===== src/rtl/micro_pkg.sv =====
// Shared encodings for the microcode sequencer.
// Next-state select values carried in each microword.
package micro_pkg;

  typedef enum logic [2:0] {
    NS_DISPATCH = 3'b000,
    NS_INC      = 3'b001,
    NS_JMP      = 3'b010,
    NS_FETCH    = 3'b011,
    NS_CJMP     = 3'b100,
    NS_CALL     = 3'b101,
    NS_RET      = 3'b110,
    NS_WAIT     = 3'b111
  } ns_e;

endpackage


===== src/rtl/micro_stack.sv =====
// LIFO return-address stack for the micro-sequencer.
// Contents are not reset; only the occupancy count is.
module micro_stack #(
  parameter int AW = 6,
  parameter int SD = 4,
  parameter int DW = $clog2(SD+1)
) (
  input  logic          clk,
  input  logic          rst,
  input  logic          push,
  input  logic          pop,
  input  logic [AW-1:0] din,
  output logic [AW-1:0] dout,
  output logic          full,
  output logic          empty,
  output logic [DW-1:0] depth
);

  localparam int IW = $clog2(SD);

  logic [AW-1:0] mem_q [SD];
  logic [AW-1:0] mem_d [SD];
  logic [DW-1:0] cnt_q, cnt_d;
  logic [IW-1:0] wr_idx, rd_idx;

  assign wr_idx = IW'(cnt_q);
  assign rd_idx = IW'(cnt_q - DW'(1));
  assign full   = (cnt_q == DW'(SD));
  assign empty  = (cnt_q == '0);
  assign depth  = cnt_q;
  assign dout   = mem_q[rd_idx];

  always_comb begin
    mem_d = mem_q;
    cnt_d = cnt_q;
    if (push && !full) begin
      mem_d[wr_idx] = din;
      cnt_d = cnt_q + DW'(1);
    end else if (pop && !empty) begin
      cnt_d = cnt_q - DW'(1);
    end
  end

  always_ff @(posedge clk) begin
    if (rst) cnt_q <= '0;
    else     cnt_q <= cnt_d;
  end

  always_ff @(posedge clk) begin
    mem_q <= mem_d;
  end

endmodule


===== src/rtl/micro_sequencer.sv =====
// Microprogram sequencer: next-address select, call/return
// stack, and memory-wait with timeout trap.
module micro_sequencer
  import micro_pkg::*;
#(
  parameter int            AW        = 6,
  parameter int            SD        = 4,
  parameter int            WAIT_MAX  = 15,
  parameter logic [AW-1:0] TRAP_ADDR = '1
) (
  input  logic                     clk,
  input  logic                     rst,
  input  logic                     clk_en,
  input  logic [2:0]               ns,
  input  logic [AW-1:0]            cr_addr,
  input  logic [AW-1:0]            enc_addr,
  input  logic                     cond,
  input  logic                     inv,
  input  logic                     mfc,
  output logic [AW-1:0]            upc,
  output logic [$clog2(SD+1)-1:0]  depth,
  output logic                     waiting,
  output logic                     ovf,
  output logic                     unf,
  output logic                     tmo
);

  localparam int DW = $clog2(SD+1);
  localparam int CW = $clog2(WAIT_MAX+1);

  logic [AW-1:0] upc_q, upc_d, inc, top;
  logic [CW-1:0] cnt_q, cnt_d;
  logic          ovf_q, ovf_d;
  logic          unf_q, unf_d;
  logic          tmo_q, tmo_d;
  logic          push_req, pop_req;
  logic          full, empty;
  logic          t, m;
  ns_e           sel;

  assign sel = ns_e'(ns);
  assign t   = cond ^ inv;
  assign m   = mfc ^ inv;
  assign inc = upc_q + AW'(1);

  always_comb begin
    upc_d    = upc_q;
    cnt_d    = cnt_q;
    ovf_d    = ovf_q;
    unf_d    = unf_q;
    tmo_d    = tmo_q;
    push_req = 1'b0;
    pop_req  = 1'b0;
    if (clk_en) begin
      cnt_d = '0;
      unique case (sel)
        NS_DISPATCH: upc_d = enc_addr;
        NS_INC:      upc_d = inc;
        NS_JMP:      upc_d = cr_addr;
        NS_FETCH:    upc_d = '0;
        NS_CJMP:     upc_d = t ? cr_addr : inc;
        NS_CALL: begin
          upc_d    = cr_addr;
          push_req = ~full;
          if (full) ovf_d = 1'b1;
        end
        NS_RET: begin
          pop_req = ~empty;
          if (empty) begin
            upc_d = '0;
            unf_d = 1'b1;
          end else begin
            upc_d = top;
          end
        end
        NS_WAIT: begin
          if (m) begin
            upc_d = inc;
          end else if (cnt_q == CW'(WAIT_MAX-1)) begin
            upc_d = TRAP_ADDR;
            tmo_d = 1'b1;
          end else begin
            cnt_d = cnt_q + CW'(1);
          end
        end
      endcase
    end
  end

  always_ff @(posedge clk) begin
    if (rst) begin
      upc_q <= '0;
      cnt_q <= '0;
      ovf_q <= 1'b0;
      unf_q <= 1'b0;
      tmo_q <= 1'b0;
    end else begin
      upc_q <= upc_d;
      cnt_q <= cnt_d;
      ovf_q <= ovf_d;
      unf_q <= unf_d;
      tmo_q <= tmo_d;
    end
  end

  micro_stack #(
    .AW(AW),
    .SD(SD),
    .DW(DW)
  ) u_stack (
    .clk  (clk),
    .rst  (rst),
    .push (push_req & ~rst),
    .pop  (pop_req & ~rst),
    .din  (inc),
    .dout (top),
    .full (full),
    .empty(empty),
    .depth(depth)
  );

  assign upc     = upc_q;
  assign waiting = (sel == NS_WAIT) & ~m;
  assign ovf     = ovf_q;
  assign unf     = unf_q;
  assign tmo     = tmo_q;

endmodule


===== config.mk =====
export PLATFORM = sky130hd
export DESIGN_NAME = micro_sequencer
export DESIGN_NICKNAME = d
export VERILOG_FILES = /design/src/rtl/micro_pkg.sv /design/src/rtl/micro_stack.sv /design/src/rtl/micro_sequencer.sv
export SDC_FILE = /design/constraint.sdc
export NUM_CORES = 1
export LEC_CHECK = 0
export CELL_PAD_IN_SITES_DETAIL_PLACEMENT = 0
export CELL_PAD_IN_SITES_GLOBAL_PLACEMENT = 1
export CORE_MARGIN = 2
export CORE_UTILIZATION = 39
export CTS_BUF_LIST = sky130_fd_sc_hd__clkbuf_2 sky130_fd_sc_hd__clkbuf_4 sky130_fd_sc_hd__clkbuf_8
export DETAILED_ROUTE_END_ITERATION = 8
export PLACE_DENSITY = 0.75
export SLEW_MARGIN = 40
export SYNTH_ARGS = -nofsm -noshare
export SYNTH_HDL_FRONTEND = slang
export SYNTH_SLANG_ARGS = --single-unit

===== constraint.sdc =====
create_clock -name clk -period 2.05 [get_ports clk]
set_clock_uncertainty 0.05 [all_clocks]
set_input_delay 0.205 -clock clk [delete_from_list [all_inputs] [get_ports clk]]
set_output_delay 0.205 -clock clk [all_outputs]
set_load 0.05 [all_outputs]

* Yosys cells after proc, flatten, opt, wreduce, memory -nomap -nowiden
Index checks and enable logic that the tools add are counted.
Word-level totals: register bits after elaboration 40, output and inout bits 13, logic and storage cells 71
Cells by class: add/subtract/negate cells 4, $lt $le $gt $ge 3, equal/unequal tests 10, muxes and demuxes 20, bitwise gates (word level) 11, reduce and logical (&&, ||, !) cells 13
Operators with widths (number):
- $mux W6 | 7
- $pmux W6 S7 | 1
- $bwmux W24 | 1
- $eq A3 B3 Y1 const B | 5
- $bmux W6 S2 | 1
- $demux W6 S2 | 1
- $mux W4 | 3
- $add A6 B1 Y6 const B | 1
- $eq A3 B2 Y1 const B | 2
- $ge A3 B3 Y1 const B | 2
- $logic_not A3 Y1 | 2
- $mux W3 | 2
- $not A2 Y3 | 2
- $reduce_and A3 Y1 | 2
- $add A4 B1 Y4 const B | 1
- $eq A4 B4 Y1 const B | 1
- $mux W1 | 4
- $not A1 Y1 | 4
- $reduce_and A4 Y1 | 1
- $add A3 B1 Y3 const B | 1
- $and A1 B1 Y1 | 3
- $eq A3 B1 Y1 const B | 1
- $logic_and A1 B1 Y1 | 3
- $lt A3 B1 Y1 const B | 1
- 7 further kinds | 9

* Logic depth before layout (Yosys ltp)
word-level depth 8, depth in mapped cells 9

* Cells and area by module
From an unflattened synthesis, not the netlist that was laid out.
Unflattened totals: cells, all modules 189, area total of the unflattened synthesis 2177.1 um^2
Modules (own cells, without submodules):
- micro_stack | times used 1, cells an instance 70, area an instance 1176.1 um^2
- micro_sequencer | times used 1, cells an instance 119, area an instance 1001.0 um^2

* Worst setup path before layout
No wires, ideal clock.
path kind reg2reg, start point register u_stack.cnt_q[0] (netlist: u_stack.depth[0]), end point register upc_q[3] (netlist: upc[3]), library setup time 120 ps, arrival time 2224 ps, slack -344 ps, cell stages (with the launch flop) 9, buffers on the path 2, clock period less this slack 2394 ps, cell sequence dfxtp_1 buf_6 inv_1 ha_1 buf_4 mux4_2 a221oi_2 a21oi_1 a211o_1
On the way: word-level cells in the longest chain between the ends 7, elaborated cells between the ends (all ways) 8, classes of those cells add/sub: 1; mux: 5; bitwise: 1; reduce/logical: 1
RTL lines:
- from (decl) | RTL line micro_stack.sv:23 | logic [DW-1:0] cnt_q, cnt_d;
- from (signal assigned) | RTL line micro_stack.sv:46 | else cnt_q <= cnt_d;
- $sub A3 B1 Y3
- $not A2 Y3 (implied by the code) | RTL line micro_stack.sv:31 | assign dout = mem_q[rd_idx];
- $bmux W6 S2 | RTL line micro_stack.sv:31
- $mux W6 (implied by the code) (2 in a row) | RTL line micro_stack.sv:31
- $mux W6 * | RTL line micro_sequencer.sv:69 | if (empty) begin
- $pmux W6 S7 * | RTL line micro_sequencer.sv:56 | unique case (sel)
- to (signal assigned) | RTL line micro_sequencer.sv:98 | upc_q <= upc_d;
- to (decl) | RTL line micro_sequencer.sv:31 | logic [AW-1:0] upc_q, upc_d, inc, top;
Every way passes the cells marked *; elsewhere a longest branch is shown, timed or not. The select of a mux whose other input is x is not followed. A chain may end at the register's enable or synchronous reset.

* Worst setup path after layout
start point register u_stack.cnt_q[1] (netlist: u_stack.depth[1]), end point register upc_q[3] (netlist: upc[3])
Same word-level chain as after synthesis.

==> run metrics <==
outcome=completed; top-area cell type share of the netlist area=0.344; synth top area cells=edfxtp_1 34%, dfxtp_1 15%, mux4_1 6.3%, ha_1 4.8%, xnor2_1 3.3%; fin crit period=1.93 ns; area of the mapped netlist=2100 µm²; max-cap violations=0; CP max stage cell=dfxtp_4; io pins=34; Core ar.=5140 µm²; placed insts=300; layout cell share with drive strength beyond 1=0.181; actual slew at the worst max-slew pin=0.537 ns; CP Launch Type=register; gr ovfl total=0; finished layout cell area=2780 µm²; leading area contributor after synthesis=edfxtp_1; met2 Usage GRT=0.300; PwrDens=668 nW/µm²; Die Span X=77.3 µm; cts repair resizes=0; dpl cell area=2670 µm²; First-pass DRT Iterations=4; H-tree levels=2; number of flops mapped to enable cells by yosys=24; clock root buffer master=clkbuf_8; drt drc=0; Post-synth ARST share=0; number of buffers inserted by post-CTS setup repair=0; grt met3 use=0.0435; top-count cell post-synth=edfxtp_1; largest net degree at the start of global routing=15; #FFs+latches synth=40; number of hold violations in the final report=0; Iteration-0 DRC Markers=69; Top FF cell, synth=edfxtp_1; antenna-violating nets left=0; Die Y-Extent=77.3 µm; Gate Count Post-Synth=182; clk sinks=40; n_diodes=0; first-pass GRT wire length=8300 µm; top cells by instance count after synthesis=24 x edfxtp_1, 16 x dfxtp_1, 16 x nor2_1; die area=5980 µm²; TNS Setup=0 ns; vias per cell=5.22; final core utilization=0.541; FF-to-FF setup slack=0.12 ns; CTS clk-pin slew, worst paths=0.09 ns; Rows=26; met1 usage=0.229; # hold bufs at CTS=0; # port buffers=33; final cell count without fillers=308; Synth cell types=45; Area Growth Syn to Fin=32.7%; Num CTS Buffers=5; crit share post-route=0.940; WHS=0.448 ns; CP max stage delay=0.37 ns; Critical Path RT=2.20 ns; max frequency=0.519 GHz; Hold/Removal Path Class=reg2reg; final RePlAce weighted congestion=0.832; Most Used Layer, Global Route=met2; clk_lat worst skew=0.30 ns; post-synthesis sequential area ratio=0.497; arrival time worst endpoint=2.08 ns; peak supply drop=0.412 mV; Max FO, Critical Path=7; Wirelength per Cell=16.4 µm; RSZ-0062 raised after global routing=false; via count=1609; Leak=0.00101 µW; # fillers=484; Mapped Nets=211; # nets final=266; # setup viols final=0; crit path cell chain=inv_1 > ha_4 > mux4_2 > a221oi_2 > a21oi_1 > a211o_1; GRT Util Overall=0.183; Max clock buf depth=2; syn_area_per_cell=11.5 µm²; vias in the first global route=1673; initial antenna violation count=0; Slew headroom=0.641; CTS tree=done; dpl hpwl=3950 µm; Post-Route WL=5060 µm; Final Slew Violations=0; Worst Setup End Kind=register; critical path type=reg2reg; initial core utilization=0.408; YS warnings=0
## report_power, final
group          switching, µW  leakage [µW]  internal (µW)
Clock                    299     0.0000548            367
Combinational            158      0.000606            148
Sequential              18.2      0.000346            868
Total                    475       0.00101           1380
## stage by stage
| stage | power, µW | setup slack (ns) |
|---|---|---|
| global route | 1930 | 0.0396 |
| global placement | 1200 | -0.122 |
| floorplan | 1070 | 0.0124 |
| finish | 1860 | 0.124 |
| CTS | 1870 | 0.110 |
| detailed placement | 1210 | -0.142 |
## kinds of logic after synthesis
| group | count (synthesis) | synth area share |
|---|---|---|
| AND/OR/NAND/NOR | 56 | 0.141 |
| XOR/XNOR | 12 | 0.0501 |
| AO/OA/AOI/OAI | 43 | 0.140 |
| flip-flops | 40 | 0.497 |
| adder cells (fa/ha/maj) | 8 | 0.0478 |
| buffers and inverters | 14 | 0.0352 |
| multiplexers | 9 | 0.0896 |
## per-layer routing
metal | vias to the layer above | wire [µm]
met1 | 783 | 2300
met2 | 25 | 2500
met4 | 0 | 111
li1 | 791 | -
met3 | 10 | 156
met5 | - | 0
## cell type report
type	instances	area, µm²	share of cell area
inverters	6	22.5	0.00810
clock inverters	3	46.3	0.0167
multi-input cells	128	993	0.357
repair buffers	56	513	0.185
flip-flops and latches	40	1050	0.377
well taps	70	87.6	0.0315
clock buffers	5	68.8	0.0248
## flip-flops by register name (all words and copies together), names as in the netlist
signal and count:
cnt_q 4, ovf 1, tmo 1, u_stack.depth 3, u_stack.mem_q 24, unf 1, upc 6
## worst max-delay path, delay by kind of cell (launching register included)
kind	cells	cell delay [ns]
fa+ha+maj	1	0.33
compound gates	3	0.66
buf+inv	1	0.10
flops	1	0.37
mux	1	0.33
## path summary, 6_finish.rpt
check | from | to | cells past startpoint
hold reg to reg | ovf | ovf | 2
setup / recovery | u_stack.depth[1] | upc[3] | 6
setup reg to reg | u_stack.depth[1] | upc[3] | 6
hold / removal | ovf | ovf | 2
## cell usage in the layout, fill, tap and decap left out, types with 2 or more instances in the layout
cell type,count
ha_1,7
dfxtp_1,14
nand2_1,8
a21oi_1,9
nor2_1,16
mux2_2,3
and3_1,2
a22oi_1,2
nor3b_1,4
nand4_1,2
and2_1,5
xnor2_1,8
o2bb2ai_1,3
a221oi_1,3
inv_1,5
mux4_1,5
nor2b_1,2
o21ai_0,12
or3_1,2
clkdlybuf4s50_1,32
nand3_1,6
dfxtp_4,2
nand2b_1,4
clkbuf_8,5
a31oi_1,3
buf_4,23
xor2_1,4
a211o_1,2
edfxtp_1,24
Power figures use the tool's default switching activity.
